**src/rtl/display_pkg.sv**
```systemverilog
// display_pkg
// Shared types and default 640x480@60 VGA timing for the display read side
// and the frame-store controller.
//   color_t : 4-bit palette index
//   coord_t : 9-bit buffer coordinate (320x240 store)
//   vcnt_t  : 10-bit raster counter
package display_pkg;

  typedef logic [3:0] color_t;
  typedef logic [8:0] coord_t;
  typedef logic [9:0] vcnt_t;

  localparam int VGA_H_ACTIVE = 640;
  localparam int VGA_H_FP     = 16;
  localparam int VGA_H_SYNC   = 96;
  localparam int VGA_H_BP     = 48;
  localparam int VGA_V_ACTIVE = 480;
  localparam int VGA_V_FP     = 10;
  localparam int VGA_V_SYNC   = 2;
  localparam int VGA_V_BP     = 33;
  localparam bit VGA_SYNC_POL = 1'b0;

  // Pin level for a sync signal given whether the raster is inside the pulse.
  function automatic logic sync_level(input logic in_pulse, input logic pol);
    return in_pulse ? pol : ~pol;
  endfunction

endpackage

```
**src/rtl/display_scanout_timing.sv**
```systemverilog
// video_timing
// Raster counters and decode for the scanout engine.
// Ports:
//   clk, rst        : pixel clock, synchronous active-high reset
//   h_o, v_o        : current raster position
//   active_o        : position lies in the visible region
//   hsync_act_o     : horizontal counter inside the sync pulse
//   vsync_act_o     : vertical counter inside the sync pulse
//   blank_start_o   : position is (0, V_ACTIVE), first blanking line
//   origin_o        : position is (0, 0)
module video_timing
  import display_pkg::*;
#(
  parameter int H_ACTIVE = VGA_H_ACTIVE,
  parameter int H_FP     = VGA_H_FP,
  parameter int H_SYNC   = VGA_H_SYNC,
  parameter int H_BP     = VGA_H_BP,
  parameter int V_ACTIVE = VGA_V_ACTIVE,
  parameter int V_FP     = VGA_V_FP,
  parameter int V_SYNC   = VGA_V_SYNC,
  parameter int V_BP     = VGA_V_BP
) (
  input  logic  clk,
  input  logic  rst,
  output vcnt_t h_o,
  output vcnt_t v_o,
  output logic  active_o,
  output logic  hsync_act_o,
  output logic  vsync_act_o,
  output logic  blank_start_o,
  output logic  origin_o
);

  localparam vcnt_t H_ACT  = vcnt_t'(H_ACTIVE);
  localparam vcnt_t H_SS   = vcnt_t'(H_ACTIVE + H_FP);
  localparam vcnt_t H_SE   = vcnt_t'(H_ACTIVE + H_FP + H_SYNC);
  localparam vcnt_t H_LAST = vcnt_t'(H_ACTIVE + H_FP + H_SYNC + H_BP - 1);
  localparam vcnt_t V_ACT  = vcnt_t'(V_ACTIVE);
  localparam vcnt_t V_SS   = vcnt_t'(V_ACTIVE + V_FP);
  localparam vcnt_t V_SE   = vcnt_t'(V_ACTIVE + V_FP + V_SYNC);
  localparam vcnt_t V_LAST = vcnt_t'(V_ACTIVE + V_FP + V_SYNC + V_BP - 1);

  vcnt_t h_q, h_d;
  vcnt_t v_q, v_d;

  always_comb begin
    h_d = h_q + 10'd1;
    v_d = v_q;
    if (h_q == H_LAST) begin
      h_d = '0;
      v_d = (v_q == V_LAST) ? '0 : v_q + 10'd1;
    end
  end

  always_ff @(posedge clk) begin
    if (rst) begin
      h_q <= '0;
      v_q <= '0;
    end else begin
      h_q <= h_d;
      v_q <= v_d;
    end
  end

  assign h_o           = h_q;
  assign v_o           = v_q;
  assign active_o      = (h_q < H_ACT) && (v_q < V_ACT);
  assign hsync_act_o   = (h_q >= H_SS) && (h_q < H_SE);
  assign vsync_act_o   = (v_q >= V_SS) && (v_q < V_SE);
  assign blank_start_o = (h_q == '0) && (v_q == V_ACT);
  assign origin_o      = (h_q == '0) && (v_q == '0);

endmodule

```
**src/rtl/display_scanout.sv**
```systemverilog
// display_scanout
// Read side of the double-buffered frame store. Generates VGA timing, reads a
// 320x240 buffer pixel-doubled to 640x480, and owns the buffer swap strobe.
// Ports:
//   clk, rst                  : pixel clock, synchronous active-high reset
//   flip_req                  : draw side finished a frame (pulse or level)
//   display_flip, flip_done   : one-cycle swap strobe / completion pulse
//   rd_en, rd_x, rd_y         : frame-store read request
//   rd_c, rd_vld              : read data, one cycle after rd_en
//   hsync, vsync, de, pix_c   : video out, two cycles after the request
//   frame_start               : pulse with the first de of a frame
//   underrun, underrun_clr    : sticky missing-read-data flag and its clear
module display_scanout
  import display_pkg::*;
#(
  parameter int H_ACTIVE = VGA_H_ACTIVE,
  parameter int H_FP     = VGA_H_FP,
  parameter int H_SYNC   = VGA_H_SYNC,
  parameter int H_BP     = VGA_H_BP,
  parameter int V_ACTIVE = VGA_V_ACTIVE,
  parameter int V_FP     = VGA_V_FP,
  parameter int V_SYNC   = VGA_V_SYNC,
  parameter int V_BP     = VGA_V_BP,
  parameter bit SYNC_POL = VGA_SYNC_POL
) (
  input  logic   clk,
  input  logic   rst,
  input  logic   flip_req,
  output logic   display_flip,
  output logic   flip_done,
  output logic   rd_en,
  output coord_t rd_x,
  output coord_t rd_y,
  input  color_t rd_c,
  input  logic   rd_vld,
  output logic   hsync,
  output logic   vsync,
  output logic   de,
  output color_t pix_c,
  output logic   frame_start,
  output logic   underrun,
  input  logic   underrun_clr
);

  vcnt_t h, v;
  logic  active, hs_act, vs_act, blank_start, origin;

  video_timing #(
    .H_ACTIVE(H_ACTIVE), .H_FP(H_FP), .H_SYNC(H_SYNC), .H_BP(H_BP),
    .V_ACTIVE(V_ACTIVE), .V_FP(V_FP), .V_SYNC(V_SYNC), .V_BP(V_BP)
  ) u_timing (
    .clk          (clk),
    .rst          (rst),
    .h_o          (h),
    .v_o          (v),
    .active_o     (active),
    .hsync_act_o  (hs_act),
    .vsync_act_o  (vs_act),
    .blank_start_o(blank_start),
    .origin_o     (origin)
  );

  // ---- stage p0: read request, straight from the counter registers ----
  // Gated by rst so no request is presented while the engine is held.
  assign rd_en = active & ~rst;
  assign rd_x  = rd_en ? h[9:1] : '0;
  assign rd_y  = rd_en ? v[9:1] : '0;

  logic vld_p1, hs_p1, vs_p1, fs_p1;

  always_ff @(posedge clk) begin
    if (rst) begin
      vld_p1 <= 1'b0;
      hs_p1  <= 1'b0;
      vs_p1  <= 1'b0;
      fs_p1  <= 1'b0;
    end else begin
      vld_p1 <= rd_en;
      hs_p1  <= hs_act;
      vs_p1  <= vs_act;
      fs_p1  <= origin & rd_en;
    end
  end

  // ---- stage p1 -> p2: data returns, everything registered to the pins ----
  color_t pix_c_d;
  logic   underrun_q, underrun_d;
  logic   de_q, hsync_q, vsync_q, frame_start_q;
  color_t pix_c_q;

  always_comb begin
    pix_c_d    = (vld_p1 && rd_vld) ? rd_c : '0;
    // A fresh underrun outranks a clear arriving in the same cycle.
    underrun_d = (vld_p1 & ~rd_vld) | (underrun_q & ~underrun_clr);
  end

  always_ff @(posedge clk) begin
    if (rst) begin
      de_q          <= 1'b0;
      hsync_q       <= ~SYNC_POL;
      vsync_q       <= ~SYNC_POL;
      pix_c_q       <= '0;
      frame_start_q <= 1'b0;
      underrun_q    <= 1'b0;
    end else begin
      de_q          <= vld_p1;
      hsync_q       <= sync_level(hs_p1, SYNC_POL);
      vsync_q       <= sync_level(vs_p1, SYNC_POL);
      pix_c_q       <= pix_c_d;
      frame_start_q <= fs_p1;
      underrun_q    <= underrun_d;
    end
  end

  assign de          = de_q;
  assign hsync       = hsync_q;
  assign vsync       = vsync_q;
  assign pix_c       = pix_c_q;
  assign frame_start = frame_start_q;
  assign underrun    = underrun_q;

  // ---- flip: decided at (0, V_ACTIVE), strobe registered the next cycle ----
  // A request in the decision cycle is consumed by that flip; any later one
  // re-arms for the following frame. Multiple requests collapse.
  logic flip_pending_q, flip_pending_d;
  logic flip_q, flip_d;

  always_comb begin
    flip_d         = blank_start & (flip_pending_q | flip_req);
    flip_pending_d = flip_pending_q | flip_req;
    if (flip_d) flip_pending_d = 1'b0;
  end

  always_ff @(posedge clk) begin
    if (rst) begin
      flip_pending_q <= 1'b0;
      flip_q         <= 1'b0;
    end else begin
      flip_pending_q <= flip_pending_d;
      flip_q         <= flip_d;
    end
  end

  assign display_flip = flip_q;
  assign flip_done    = flip_q;

endmodule

```
**config.mk**
```make
export PLATFORM = sky130hd
export DESIGN_NAME = display_scanout
export DESIGN_NICKNAME = d
export VERILOG_FILES = /design/src/rtl/display_pkg.sv /design/src/rtl/display_scanout_timing.sv /design/src/rtl/display_scanout.sv
export SDC_FILE = /design/constraint.sdc
export NUM_CORES = 1
export LEC_CHECK = 0
export ABC_CLOCK_PERIOD_IN_PS = 2200
export CAP_MARGIN = 5
export CORE_ASPECT_RATIO = 1.1
export CORE_MARGIN = 3
export CORE_UTILIZATION = 49
export CTS_CLUSTER_SIZE = 25
export DETAILED_ROUTE_END_ITERATION = 8
export GPL_ROUTABILITY_DRIVEN = 1
export PLACE_DENSITY = 0.88
export SETUP_SLACK_MARGIN = 0.5
export SLEW_MARGIN = 25
export SYNTH_ARGS = -nofsm -noshare
export SYNTH_HDL_FRONTEND = slang
export SYNTH_SLANG_ARGS = --single-unit
```
**constraint.sdc**
```tcl
create_clock -name clk -period 2.2 [get_ports clk]
set_input_delay 0.22 -clock clk [delete_from_list [all_inputs] [get_ports clk]]
set_output_delay 0.22 -clock clk [all_outputs]
set_load 0.02 [all_outputs]
```
==> impl_metrics.ini, run 1 <==
[detailed_routing]
wl_per_cell_um = 16.67
antenna_left = 0
drc = 0
finalWirelength_um = 4518
vias = 1570
vias_per_cell = 5.793
first_iter_violations = 88
drtPass1Iterations = 4

[clock_tree]
ctsHoldBuffers = 0
clock_sinks = 35
ctsRootBufferMaster = clkbuf_4
insertion_delay_ns = 0.35
cts_tree = yes
cts_buffers = 5
h-tree-depth = 2
clk_pin_slew_ns = 0.12
clockBufferDepth = 2

[timing]
skew_ns = 0.01597
max_slew_margin_pct = 66.64
grt_setup_unrepaired = yes
layout_min_cycle_time_ns = 1.749
setup_viol = 0
fin_hold_ws_ns = 0.3897
tightest_slew_ns = 0.4958
finalHoldViolCount = 0
drv_slew = 0
fmax_mhz = 571.7
fin_crit_sh_pct = 79.51
tns_ns = 0

[setup_path]
critPathBufInv = 1
worst_setup_path_start_kind = flop
required_ns = 2.45
crit_path_max_incr_delay_ns = 0.41
path_cells = inv_1 -> ha_1 -> nor4bb_1 -> nand4_1 -> nor3_1 -> nor2_1
cp_max_fo = 6
worst_setup_path_end_kind = flop
cp_top_family = simple AND/OR/NAND/NOR gates
cp.arrival_ns = 2.00
path_class = reg2reg
crit_slowest_cell = nor4bb_1

[global_routing]
antenna_found_initial = 0
grt_max_degree = 15
grt_pass1_vias = 1429
grt.overflow.total = 0
grt_use_total_pct = 21.78
grt_pass1_wl_um = 6603

[run_status]
status = finished clean

[pwr]
p_leak_nw = 0.9058
vdd_drop_max_mv = 0.3266
p_total_w = 0.001227
powerDensity_nw_per_um2 = 530.3

[die]
initial_core_util_pct = 52.58
die_x_um = 61.46
rows = 21
io_pins = 39
dieArea_um2 = 4118
fp.dieH_um = 67.01
core-area_um2 = 3153

[finish]
drive_gt1_share_pct = 34.60
final_cell_mix = dfxtp_1, nor2_1, clkdlybuf4s50_1, buf_6, buf_4
nets = 249
stdcell_area_um2 = 2313
final_common_cell = dfxtp_1
fin_util_pct = 73.37
nFillCells = 215
antenna_cells = 0
multi_input_comb_area_um2 = 927.1
area_growth_pct = 39.55
seq_area_um2 = 716.9

[synthesis]
synth-async-reset-ratio_pct = 0
syn_nets = 199
postSynthCellCount = 186
ys_warn_count = 0
yosysSeqAreaShare_pct = 42.26
synth_cell_type_count = 38
ys_ff_latch = 35
synth_edf_count = 0
syn_avg_cell_area_um2 = 8.913
synth-main-ff-cell = dfxtp_1
synth_area_um2 = 1658

[place]
port_buffers = 37
dpl_cell_area_um2 = 2021
hpwlAfterDp_um = 2700
gp_congestion = 0.8156

[job]
maxCapViolCount = 0

[hold_path]
hp-class = reg2reg
logic make-up after synthesis:
kind of cell    count (synthesis)  synth area share (%)
xor+xnor                       13                 6.868
compound gates                 12                 4.755
simple gates                  101                 35.10
flops                          35                 42.26
fa+ha+maj                       4                 3.019
buf+inv                        20                 7.773
other cells                     1                0.2262
worst reg2reg max path, stage by stage, from the launching register on:
cell and delay (ns):
dfxtp_1 0.39, inv_1 0.10, ha_1 0.17, nor4bb_1 0.41
nand4_1 0.29, nor3_1 0.23, nor2_1 0.07
timing repair:
item	CTS	global route
setup endpoints to repair	27	27
buffers inserted	5	5
resized for setup	102	43
gates cloned	1	1
pin swaps	5	14
routing by layer:
| layer | GRT usage, % | wire length (um) | vias to the layer above | share of wire [%] |
|---|---|---|---|---|
| met5 | 0 | 0 | - | 0 |
| met4 | 11.94 | 126 | 0 | 2.8 |
| met3 | 4.845 | 360 | 16 | 8.0 |
| met2 | 36.77 | 2342 | 88 | 52 |
| met1 | 24.71 | 1689 | 734 | 37 |
| li1 | - | - | 732 | - |
report_power, final:
group / switching (W) / internal (W)
Sequential: 0.00000951 / 0.000644
Clock: 0.000231 / 0.000239
Combinational: 0.0000515 / 0.0000518
Total: 0.000292 / 0.000935
per-stage QoR:
step                      setup slack [ns]  std cells
after floorplan                     0.5500        186
final                               0.4507        271
after global placement              0.1079        251
after CTS                           0.4264        265
after detailed placement           0.01366        251
after global routing                0.3578        271
layout make-up:
type	count	share of cell area [%]
flip-flops and latches	35	30.99
clock buffers	5	1.622
inverters	7	1.136
repair buffers	55	22.44
clock inverters	3	1.893
well taps	34	1.839
multi-input cells	132	40.08
final timing paths:
kind | start | endpoint | slack (ns) | cells after the start
setup / recovery | u_timing.v_o[1] | flip_pending_q | 0.45 | 6
hold / removal | hs_p1 | hsync | 0.39 | 1
setup reg to reg | u_timing.v_o[1] | flip_pending_q | 0.45 | 6
hold reg to reg | hs_p1 | hsync | 0.39 | 1
flip-flops by register name, indices dropped and copies added, names as in the netlist:
| name | cells |
|---|---|
| u_timing.h_o | 10 |
| u_timing.v_o | 10 |
| pix_c | 4 |
| de | 1 |
| display_flip | 1 |
| flip_pending_q | 1 |
| frame_start | 1 |
| fs_p1 | 1 |
| hs_p1 | 1 |
| hsync | 1 |
| underrun | 1 |
| vld_p1 | 1 |
| vs_p1 | 1 |
| vsync | 1 |
cell usage after synthesis (2+ instances only):
| master | number | area (um2) |
|---|---|---|
| nor4_1 | 5 | 31.28 |
| nand4b_1 | 2 | 17.52 |
| nand2_1 | 5 | 18.77 |
| nand2b_1 | 5 | 31.28 |
| or3_1 | 2 | 12.51 |
| nand3_1 | 9 | 45.04 |
| and2_1 | 13 | 81.33 |
| a21oi_1 | 6 | 30.03 |
| nor2_1 | 24 | 90.09 |
| buf_2 | 2 | 10.01 |
| clkbuf_1 | 5 | 18.77 |
| nor2b_1 | 2 | 12.51 |
| buf_4 | 3 | 22.52 |
| dfxtp_1 | 35 | 700.7 |
| ha_1 | 4 | 50.05 |
| inv_1 | 7 | 26.28 |
| and3_1 | 9 | 56.30 |
| o21ai_0 | 3 | 15.01 |
| xor2_1 | 6 | 52.55 |
| nand4_1 | 8 | 50.05 |
| xnor2_1 | 7 | 61.31 |
| nor4bb_1 | 3 | 30.03 |
| nor3_1 | 6 | 30.03 |
Power figures use the tool's default switching activity.
==> inputs of run 2 (changes only) <==
ABC_CLOCK_PERIOD_IN_PS = 1600   (was 2200)
CORE_UTILIZATION = 44   (was 49)
PLACE_DENSITY = 0.84   (was 0.88)
clock period = 1.6 ns   (was 2.2 ns; I/O delays follow)
==> impl_metrics.ini, run 2 (synthesis results as in run 1) <==
[setup_path]
path_class = reg2reg
rr_worst_depth = 4
worst_setup_path_start_kind = flop
cp.depth = 4
worst_setup_path_end_kind = flop
critPathBufInv = 0
cp_max_fo = 5
crit_slowest_cell = or4_4
cp_top_family = simple AND/OR/NAND/NOR gates
crit_path_max_incr_delay_ns = 0.54
required_ns = 1.83
path_cells = or4_4 -> or3_4 -> o21bai_4 -> a21oi_1
cp.arrival_ns = 1.88

[pwr]
p_leak_nw = 0.9768
p_total_w = 0.001553
powerDensity_nw_per_um2 = 651.4
vdd_drop_max_mv = 0.3684

[detailed_routing]
finalWirelength_um = 4313
vias_per_cell = 5.268
vias = 1570
first_iter_violations = 65
drc = 0
drtPass1Iterations = 4
antenna_left = 0
wl_per_cell_um = 14.47

[timing]
fin_crit_sh_pct = 103.5
skew_ns = 0.008511
grt_setup_unrepaired = yes
fin_hold_ws_ns = 0.3812
fmax_mhz = 603.7
finalHoldViolCount = 0
tns_ns = -0.3571
worst_slack_ns = -0.05654
drv_slew = 0
layout_min_cycle_time_ns = 1.657
setup_viol = 14

[clock_tree]
cts_tree = yes
h-tree-depth = 2
clk_pin_slew_ns = 0.10
cts_buffers = 5
clock_sinks = 35
insertion_delay_ns = 0.34
ctsRootBufferMaster = clkbuf_4
ctsHoldBuffers = 0
clockBufferDepth = 2

[finish]
nets = 263
antenna_cells = 0
drive_gt1_share_pct = 44.40
area_growth_pct = 43.85
final_cell_mix = buf_4, dfxtp_1, nor2_1, buf_2, and2_1
final_common_cell = buf_4
stdcell_area_um2 = 2385

[die]
io_pins = 39
fp.dieH_um = 70.38
core-area_um2 = 3468
rows = 22
initial_core_util_pct = 47.80
die_x_um = 64.53
dieArea_um2 = 4541

[place]
port_buffers = 37
dpl_cell_area_um2 = 2213
post-place-ws_ns = -0.3658
hpwlAfterDp_um = 2851
gp_congestion = 0.8670

[global_routing]
grt_max_degree = 15
grt_use_total_pct = 20.19
grt_pass1_wl_um = 7072
grt.overflow.total = 0
antenna_found_initial = 0
grt_pass1_vias = 1534

[run_status]
status = finished with violations
violations = setup timing

[hold_path]
whs_path_depth = 1
hp-class = reg2reg

[job]
maxCapViolCount = 0
-- run 2: metrics by stage --
step	util, %	instances
finish	68.76	298
global route	68.76	298
CTS	69.01	298
detailed placement	63.82	281
global placement	63.82	281
floorplan	-	186
-- run 2: worst reg2reg max path: cells and delay by family (launching register included) --
family          cells  cell delay [ns]
simple gates        2             0.93
compound gates      2             0.27
flops               1             0.34
-- run 2: repair_timing --
| action | in CTS | in global routing |
|---|---|---|
| setup endpoints to repair | 51 | 47 |
| hold endpoints to repair | 0 | 0 |
| gates cloned | 2 | 0 |
| buffers inserted | 8 | 0 |
| resized for setup | 149 | 18 |
| pin swaps | 12 | 6 |
-- run 2: final cells by class --
class	count	area (um2)
Clock buffer	6	51.30
Multi-Input combinational cell	133	983.4
Sequential cell	35	724.4
Timing Repair Buffer	68	526.8
Fill cell	269	1084
Clock inverter	1	5.005
Inverter	7	33.78
Tap cell	48	60.06
-- run 2: power breakdown --
group          total [W]  leakage (nW)  internal [W]  switching, W
clock network   0.000490        0.0341      0.000203      0.000286
logic           0.000162         0.651     0.0000855     0.0000769
registers       0.000902         0.292      0.000888     0.0000132
total            0.00155         0.977       0.00118      0.000376
-- run 2: final timing paths --
path	start	slack (ns)	to
min reg2reg	vs_p1	0.38	vsync
max reg2reg	u_timing.v_o[6]	-0.06	u_timing.v_o[9]
min	vs_p1	0.38	vsync
max	u_timing.v_o[6]	-0.06	u_timing.v_o[9]
-- run 2: layer usage --
layer  share of wire (%)  wire length (um)  global-route usage (%)  up-vias
li1                    -                 -                       -      765
met1                  39              1703                   21.85      727
met2                  51              2199                   34.63       68
met3                 7.3               314                   5.788       10
met4                 2.2                95                   11.50        0
met5                   0                 0                       0        -
==> inputs of run 3 (changes only) <==
ABC_CLOCK_PERIOD_IN_PS = default   (was 1600)
CORE_UTILIZATION = 53   (was 44)
PLACE_DENSITY = 0.93   (was 0.84)
clock period = 2.1 ns   (was 1.6 ns; I/O delays follow)
==> impl_metrics.ini, run 3 (synthesis results as in run 1) <==
[run_status]
status = finished clean

[die]
dieArea_um2 = 3836
die_x_um = 59.33
rows = 20
fp.dieH_um = 64.66
initial_core_util_pct = 57.61
io_pins = 39
core-area_um2 = 2878

[place]
gp_congestion = 0.8089
post-place-ws_ns = 0.01887
place_inst = 252
hpwlAfterDp_um = 2627
port_buffers = 37
dpl_cell_area_um2 = 2047

[finish]
final_cell_count_no_fill = 271
nets = 250
stdcell_area_um2 = 2331
drive_gt1_share_pct = 34.03
area_growth_pct = 40.60
final_cell_mix = dfxtp_1, nor2_1, buf_4, clkdlybuf4s50_1, buf_6
final_common_cell = dfxtp_1
nFillCells = 156
antenna_cells = 0

[global_routing]
grt_use_total_pct = 22.47
antenna_found_initial = 0
grt_pass1_vias = 1465
grt_max_degree = 15
grt_pass1_wl_um = 6617
grt.overflow.total = 0

[detailed_routing]
first_iter_violations = 182
drtPass1Iterations = 7
vias_per_cell = 6.022
drc = 0
finalWirelength_um = 4627
vias = 1632
wl_per_cell_um = 17.07
antenna_left = 0

[hold_path]
hp-start = hs_p1
whs_path_depth = 1
holdPathEnd = hsync
hp-class = reg2reg

[timing]
layout_min_cycle_time_ns = 1.753
tns_ns = 0
fin_crit_sh_pct = 83.46
skew_ns = 0.006939
drv_slew = 0
grt_setup_unrepaired = yes
worst_slack_ns = 0.3474
fmax_mhz = 570.6
setup_viol = 0
finalHoldViolCount = 0

[pwr]
p_leak_nw = 0.9231
p_total_w = 0.001302
powerDensity_nw_per_um2 = 558.4
vdd_drop_max_mv = 0.8167

[clock_tree]
cts_tree = yes
clock_sinks = 35
cts_buffers = 5
clockBufferDepth = 2
insertion_delay_ns = 0.35
ctsRootBufferMaster = clkbuf_4
clk_pin_slew_ns = 0.10
h-tree-depth = 2

[setup_path]
crit_path_max_incr_delay_ns = 0.45
worst_setup_path_end_kind = flop
path_cells = nor4bb_1 -> nand4_1 -> or3_1 -> a21oi_1
crit_slowest_cell = nor4bb_1
startpoint = u_timing.h_o[6]
rrSetupSlack_ns = 0.35
path_class = reg2reg
reg2reg_from = u_timing.h_o[6]
rr_worst_depth = 4
r2r_end = u_timing.v_o[9]
cp_max_fo = 9
worst_setup_path_start_kind = flop
required_ns = 2.38
cp.arrival_ns = 2.04

[job]
maxCapViolCount = 0
## run 3: worst max-delay path: cells and delay by family (launching register included)
family / cells / cell delay [ns]
AOI/OAI and AO/OA: 1 / 0.16
and+or+nand+nor: 3 / 1.08
DFF: 1 / 0.44
## run 3: where the power goes
part	leakage, nW	internal, W	switching [W]
sequential	0.288	0.000676	0.00000979
clock	0.0482	0.000281	0.000224
combinational	0.587	0.0000580	0.0000530
## run 3: timing repair
action	in CTS	in global routing
cloned	1	0
pin swaps	10	7
setup buffers	7	3
hold buffers	0	0
setup endpoints to repair	27	31
gates resized for setup	122	19
## run 3: how the worst max path moves through the flow
stage	slack (ns)	to	cells after the start
2_1_floorplan	0.50	u_timing.v_o[6]	4
3_3_place_gp	0.07	rd_x[6]	6
3_5_place_dp	0.02	rd_y[1]	6
4_1_cts	0.43	rd_y[3]	5
5_1_grt	0.28	u_timing.v_o[9]	4
6_report	0.35	u_timing.v_o[9]	4
## run 3: final cells by class
type	instances	area [um2]	share of cell area, %
flip-flops and latches	35	715.7	30.70
multi-input cells	132	933.4	40.04
clock buffers	6	51.30	2.201
repair buffers	56	528.0	22.65
inverters	7	26.28	1.127
clock inverters	2	35.03	1.503
well taps	33	41.29	1.771
## run 3: per-layer routing
layer | vias to the layer above | global-route usage (%) | part of all wire, % | wire length, um
li1 | 743 | - | - | -
met5 | - | 0 | 0 | 0
met3 | 26 | 6.773 | 9.9 | 457
met4 | 0 | 8.215 | 3.5 | 163
met2 | 104 | 38.80 | 50 | 2317
met1 | 759 | 25.40 | 37 | 1689
## run 3: per-stage QoR
step / hold slack, ns / util, %
2_1_floorplan: 0.3118 / -
3_3_place_gp: 0.3579 / 71.13
3_5_place_dp: 0.3668 / 71.13
4_1_cts: 0.3910 / 78.26
5_1_grt: 0.4099 / 81.00
6_report: 0.3868 / 81.00
